`src/rtl/fetch_unit.sv`:
```
// Instruction fetch stage: owns the PC, issues credit-limited word fetches and
// buffers returned words for decode; redirects flush the buffer and drop stale words.
module fetch_unit #(
    parameter logic [31:0] RESET_PC = 32'h0000_0000,
    parameter int          DEPTH    = 2
) (
    input  logic        clk,
    input  logic        rst_n,
    output logic        imem_req_valid,
    output logic [31:0] imem_req_addr,
    input  logic        imem_req_ready,
    input  logic        imem_resp_valid,
    input  logic [31:0] imem_resp_data,
    output logic        inst_valid,
    output logic [31:0] inst,
    output logic [31:0] inst_pc,
    output logic [31:0] inst_pc_plus4,
    input  logic        inst_ready,
    input  logic        pc_src,
    input  logic [1:0]  jump,
    input  logic [31:0] jr_addr
);

    localparam int CW = $clog2(DEPTH + 1);
    localparam int PW = $clog2(DEPTH);
    localparam logic [CW:0] CAP = (CW + 1)'(DEPTH);

    logic [31:0]   fetch_pc;
    logic [31:0]   resp_pc;
    logic [CW-1:0] outstanding;
    logic [CW-1:0] drop;
    logic [CW-1:0] count;
    logic [PW-1:0] rd_ptr;
    logic [PW-1:0] wr_ptr;
    logic [31:0]   word_q [DEPTH];
    logic [31:0]   pc_q   [DEPTH];

    logic [CW:0]   credit_sum;
    logic          accept;
    logic          take;
    logic          push;
    logic          redirect;
    logic [31:0]   head_word;
    logic [31:0]   head_pc;
    logic [31:0]   head_pc4;
    logic [31:0]   br_off;
    logic [31:0]   target;
    logic          unused_ok;

    function automatic logic [PW-1:0] bump(input logic [PW-1:0] p);
        return (p == PW'(DEPTH - 1)) ? '0 : p + PW'(1);
    endfunction

    assign credit_sum     = {1'b0, outstanding} + {1'b0, count};
    assign imem_req_valid = credit_sum < CAP;
    assign imem_req_addr  = fetch_pc;
    assign accept         = imem_req_valid & imem_req_ready;

    assign inst_valid = count != '0;
    assign head_word  = word_q[rd_ptr];
    assign head_pc    = pc_q[rd_ptr];
    assign head_pc4   = head_pc + 32'd4;

    // Head fields read as zero while empty so nothing stale leaks out.
    assign inst          = inst_valid ? head_word : '0;
    assign inst_pc       = inst_valid ? head_pc : '0;
    assign inst_pc_plus4 = inst_valid ? head_pc4 : '0;

    assign take     = inst_valid & inst_ready;
    assign redirect = take & ((jump == 2'b01) | (jump == 2'b10) | pc_src);
    assign push     = imem_resp_valid & (drop == '0) & ~redirect;
    assign br_off   = {{14{head_word[15]}}, head_word[15:0], 2'b00};

    assign unused_ok = &{1'b0, jr_addr[1:0]};

    always_comb begin
        target = head_pc4 + br_off;
        if (jump == 2'b01)
            target = {head_pc4[31:28], head_word[25:0], 2'b00};
        else if (jump == 2'b10)
            target = {jr_addr[31:2], 2'b00};
    end

    always_ff @(posedge clk or negedge rst_n) begin
        if (!rst_n) begin
            fetch_pc    <= RESET_PC;
            resp_pc     <= RESET_PC;
            outstanding <= '0;
            drop        <= '0;
            count       <= '0;
            rd_ptr      <= '0;
            wr_ptr      <= '0;
        end else begin
            outstanding <= outstanding + CW'(accept) - CW'(imem_resp_valid);
            if (redirect) begin
                // Everything still in flight, including this cycle's accept, is stale.
                fetch_pc <= target;
                resp_pc  <= target;
                drop     <= outstanding - CW'(imem_resp_valid) + CW'(accept);
                count    <= '0;
                rd_ptr   <= '0;
                wr_ptr   <= '0;
            end else begin
                if (accept)
                    fetch_pc <= fetch_pc + 32'd4;
                if (imem_resp_valid && drop != '0)
                    drop <= drop - CW'(1);
                if (push) begin
                    resp_pc <= resp_pc + 32'd4;
                    wr_ptr  <= bump(wr_ptr);
                end
                if (take)
                    rd_ptr <= bump(rd_ptr);
                count <= count + CW'(push) - CW'(take);
            end
        end
    end

    always_ff @(posedge clk) begin
        if (push) begin
            word_q[wr_ptr] <= imem_resp_data;
            pc_q[wr_ptr]   <= resp_pc;
        end
    end

endmodule
```
`config.mk`:
```
export PLATFORM = sky130hd
export DESIGN_NAME = fetch_unit
export DESIGN_NICKNAME = d
export VERILOG_FILES = /design/src/rtl/fetch_unit.sv
export SDC_FILE = /design/constraint.sdc
export NUM_CORES = 1
export LEC_CHECK = 0
export CAP_MARGIN = 20
export CELL_PAD_IN_SITES_DETAIL_PLACEMENT = 0
export CELL_PAD_IN_SITES_GLOBAL_PLACEMENT = 1
export CORE_ASPECT_RATIO = 2
export CORE_UTILIZATION = 54
export DETAILED_ROUTE_END_ITERATION = 8
export DONT_BUFFER_PORTS = 1
export PLACE_DENSITY = 0.92
export RECOVER_POWER = 50
export SYNTH_ARGS = -nofsm -noshare
export SYNTH_HDL_FRONTEND = slang
export SYNTH_SLANG_ARGS = --single-unit
```
`constraint.sdc`:
```
create_clock -name clk -period 9.35 [get_ports clk]
set_input_delay 1.87 -clock clk [delete_from_list [all_inputs] [get_ports clk]]
set_output_delay 1.87 -clock clk [all_outputs]
set_load 0.05 [all_outputs]
```
After elaboration in Yosys (flattened, before gate mapping):

Memories as Yosys holds them, arrays and structs flattened.
Index checks and enable logic that the tools add are counted.

* reduce and logical (&&, ||, !) cells: 8
* divide/modulo/power cells: 0
* bitwise logic cells: 8
* add/sub/neg operators: 14
* equality and inequality tests: 2
* order comparisons: 1
* mux-type cells: 20
* multipliers: 0
* shift-type cells: 0

Operators by type and width (count)
* 2-to-1 mux 32 bit: 9
* adder 32 x 3 -> 32 bit (second input constant): 3
* adder 32 bit: 1
* nonzero test 2 bit: 6
* 2-to-1 mux 1 bit: 8
* adder 2 x 1 -> 2 bit: 3
* 2-to-1 mux 2 bit: 3
* subtractor 2 x 1 -> 2 bit: 3
* bitwise AND 1 bit: 5
* adder 2 x 2 -> 3 bit: 1
* less-than comparator 3 x 2 -> 1 bit (second input constant): 1
* adder 1 bit (second input constant): 2
* == test 2 x 1 -> 1 bit (second input constant): 1
* == test 2 bit (second input constant): 1
* zero test 2 bit: 1
* bitwise OR 1 bit: 2
* subtractor 2 x 1 -> 2 bit (second input constant): 1
* logical AND 1 bit: 1
* inverter 1 bit: 1

* bits of input ports: 72
* latch bits: 0
* register bits after elaboration: 72
* memory bits (read-only): 0
* memory bits (writable): 128
* memories kept: 2
* word-level logic and storage cells: 62

Memories
* pc_q: words 2, width 32, read ports 1, clocked after Yosys merged registers in 0, write ports 1, line 36 `logic [31:0] pc_q [DEPTH];`
* word_q: words 2, width 32, read ports 1, clocked after Yosys merged registers in 0, write ports 1, line 35 `logic [31:0] word_q [DEPTH];`

Depth between registers and ports, before layout:

* word-level depth: 9
* mapped depth: 25
* gate-level depth less buffers: 19

Worst setup path before layout:

OpenSTA, ideal clock, no wires.

* path kind: input port to flip-flop
* start: input port jump[0]
* end: memory pc_q[0][0] (enable)
* data arrival time: 5700 ps
* cell stages on the path: 8
* buffers on the path: 2
* setup slack: 3163 ps
* path through: inv_1 -> ha_1 -> nand2b_1 -> nand2_1 -> buf_2 -> buf_1 -> nand2_1 -> nor2_1

* cells in the longest elaborated chain, start to end: 8

Ends and longest elaborated chain
* start: declaration: line 20 `input logic [1:0] jump,`
* == test 2 x 1 -> 1 bit or == test 2 bit (tied branches): line 70 `assign redirect = take & ((jump == 2'b01) | (jump == 2'b10) | pc_src);`
* bitwise OR 1 bit * (2 in series): line 70
* bitwise AND 1 bit *: line 70
* inverter 1 bit *: line 71 `assign push = imem_resp_valid & (drop == '0) & ~redirect;`
* bitwise AND 1 bit *: line 71
* 2-to-1 mux 1 bit *: line 120 `if (push) begin`
* 2-to-1 mux 1 bit (implied by the code) *: line 122 `pc_q[wr_ptr] <= resp_pc;`
* end: declaration: line 36

Mark *: on every way between the ends. The rest lies on a longest branch, timed or not.

Worst setup path after layout:

* start: register count[1]
* end: output port inst_pc_plus4[29]

* cells in the longest elaborated chain, start to end: 2

Ends and longest elaborated chain
* start: declaration: line 32 `logic [CW-1:0] count;`
* start signal: assignment: line 114 `count <= count + CW'(push) - CW'(take);`
* nonzero test 2 bit: line 59 `assign inst_valid = count != '0;`
* 2-to-1 mux 32 bit: line 67 `assign inst_pc_plus4 = inst_valid ? head_pc4 : '0;`
* end: declaration: line 17 `output logic [31:0] inst_pc_plus4,`

Every way passes these cells.

==> summary.md <==
| Metric | Value |
|---|---|
| Fmax | `0.136 GHz` |
| Core ar. | `22100 um2` |
| # setup viols final | `0` |
| First-pass GRT wire length | `50500 um` |
| CTS Buf Count | `17` |
| Critical path class | `reg -> out` |
| CTS tree | `done` |
| Number of cell rows | `77` |
| Crit start category | `flop` |
| RSZ-0062 raised after global routing | `no` |
| Final worst path period share | `0.785` |
| Worst-path fanout max | `38` |
| Arr. time, crit path | `~5.5 ns` |
| Ys flop type | `edfxtp_1` |
| Skew-Pair Late Insertion Delay | `roughly 0.46 ns` |
| Worst reg-to-reg path cell count | `10` |
| Vias | `about 9100` |
| Initial Util | `0.549` |
| Pre-antenna DRT Iters | `6` |
| Fillers | `about 1900` |
| Antenna violations before repair | `0` |
| Die width | `108 um` |
| Gr usage total | `0.300` |
| Die Ht | `214 um` |
| Flops & latches, synth | `200` |
| Net count after synthesis | `approximately 1300` |
| Max H-tree Level | `4` |
| Number of max-cap violations | `4` |
| GPL Wtd Cong | `~0.92` |
| Setup TNS | `0 ns` |
| Asr flop ratio synth | `0.360` |
| Worst-Margin Slew | `between 2 and 2.5 ns` |
| CTS Buffer Depth | `2` |
| Grt ovf | `0` |
| CP required | `about 7.5 ns` |
| Mean Syn Cell Area | `around 10 um2` |
| Final antenna diode count | `0` |
| Hpwl dp | `approximately 25000 um` |
| Synth-to-Final Area Change | `6.92%` |
| Sequential area share after synthesis | `0.466` |
| Largest net degree at the start of global routing | `73` |
| Status | `finished, violations left` |
| Share of layout cells above drive strength 1 | `0.0723` |
| CTS clk-pin slew, worst paths | `0.08 ns` |
| Hold Path Class | `reg -> reg` |
| Fin. Hold Viols | `0` |
| Yosys warnings | `0` |
| IO Port Bufs | `0` |
| ANT nets after route | `0` |
| Post-synth EDFFs | `between 100 and 150` |
| Total Wirelength | `roughly 33000 um` |
| WL/cell | `between 20 and 25 um` |
| Drt initial violations | `about 600` |
| Clock sinks | `200` |
| Drt drc | `0` |
| Mapped Cells | `approximately 1200` |
| Vias in the first global route | `~9000` |
| Violated checks | `max-capacitance violations, max-slew violations` |
| Crit end category | `output port` |
| Synth cell types | `86` |
| Post-CTS sizing | `0` |
| Root Driver | `clkbuf_16` |
| Area of the mapped netlist | `approximately 12000 um2` |
| # hold bufs at CTS | `0` |
| Slew Limit Fails | `around 140` |
| Worst Skew | `just under 0.02 ns` |
| Die area | `23100 um2` |
| DR vias/cell | `6.24` |
| Nets | `roughly 1300` |
| Worst hold stages | `0` |
| I/O pins | `about 200` |
| Minimum clock period | `between 7 and 8 ns` |
| Setup Buffers After CTS | `0` |
| Slew margin rel. | `-0.363` |
worst paths after layout:
check	start	endpoint	slack, ns
max	count[1]	inst_pc_plus4[29]	2.01
min	resp_pc[1]	pc_q[1][1]	0.48
max reg2reg	count[1]	word_q[0][23]	2.23
min reg2reg	resp_pc[1]	pc_q[1][1]	0.48
max in group asynchronous	rst_n	imem_req_addr[6]	8.07
min in group asynchronous	rst_n	resp_pc[31]	1.10
cells in the final DEF (no fill, tap or decap), types with 21 or more instances in the layout:
master    Yosys  final
xnor2_1      45     45
inv_1        37     37
edfxtp_1    128    128
nand3_1      31     31
ha_1         45     44
xor2_1       53     53
and2_1       39     38
o21ai_0      52     52
a21oi_1      97     97
nand2_1     104    104
mux2i_1      63     63
dfrtp_1      72     71
a21o_1       21     21
nor2_1      114    112
Yosys cell counts, drive strengths merged (7+ instances only):
cell / n / area, um2
o211ai: 14 / 105
clkbuf: 32 / 120
o31ai: 7 / 52.6
and2: 40 / 251
a21oi: 98 / 494
inv: 37 / 139
nand2: 104 / 390
ha: 45 / 563
xor2: 53 / 464
nor2: 115 / 434
o21bai: 7 / 52.6
nand3: 34 / 193
edfxtp: 128 / 3840
nand3b: 9 / 118
and3: 18 / 113
nor3: 15 / 85.1
nor2b: 13 / 81.3
a211oi: 18 / 158
o21ai: 57 / 289
a31oi: 15 / 93.8
mux2i: 64 / 644
a21o: 21 / 158
buf: 18 / 125
xnor2: 45 / 394
o21a: 10 / 75.1
nand4: 18 / 125
dfrtp: 72 / 1800
critical path, stage by stage (launching register included):
cell and delay [ns]:
dfrtp_1 0.41, nor2_1 1.44, clkbuf_1 1.55, inv_1 0.09, clkbuf_1 0.80, and2_1 0.67
state kept, by name, indices dropped and copies added (netlist names):
name	cells
drop	2
word_q	64
pc_q	64
wr_ptr	1
resp_pc	32
count	2
outstanding	2
imem_req_addr	32
rd_ptr	1
final cells by class:
type	instances	area (um2)	share of cell area
multi-input combinational	896	6090	0.470
sequential	200	5650	0.436
clock buffer	17	425	0.0329
tap	276	345	0.0267
clock inverter	15	236	0.0183
inverter	37	139	0.0107
timing repair buffer	10	63.8	0.00493
stage by stage:
step | setup WS (ns) | util | hold slack (ns) | std cells | cell area, um2
4_1_cts | 3.19 | 0.588 | 0.482 | 1451 | 13000
6_report | 2.01 | 0.587 | 0.482 | 1451 | 12900
5_1_grt | 1.52 | 0.587 | 0.503 | 1451 | 12900
2_1_floorplan | 3.16 | - | 0.443 | 1183 | 12100
3_3_place_gp | 3.73 | 0.558 | 0.450 | 1419 | 12300
3_5_place_dp | 3.69 | 0.558 | 0.463 | 1419 | 12300
cells by family after synthesis:
family,after synthesis,synth area share
simple gates,401,0.172
xor+xnor,98,0.0709
fa+ha+maj,47,0.0498
flops,200,0.466
compound gates,283,0.153
mux,67,0.0560
buf+inv,87,0.0317
per-layer routing:
metal  part of all wire  GRT usage  wire length [um]
met1               0.35      0.324             11700
met5                  0          0                 0
met3              0.067     0.0653              2230
met4              0.060      0.197              2000
met2               0.52      0.521             17300
Power is left out: the tool's default activity adds up to more than one toggle a clock period on the data nets, which glitch-free logic cannot reach.
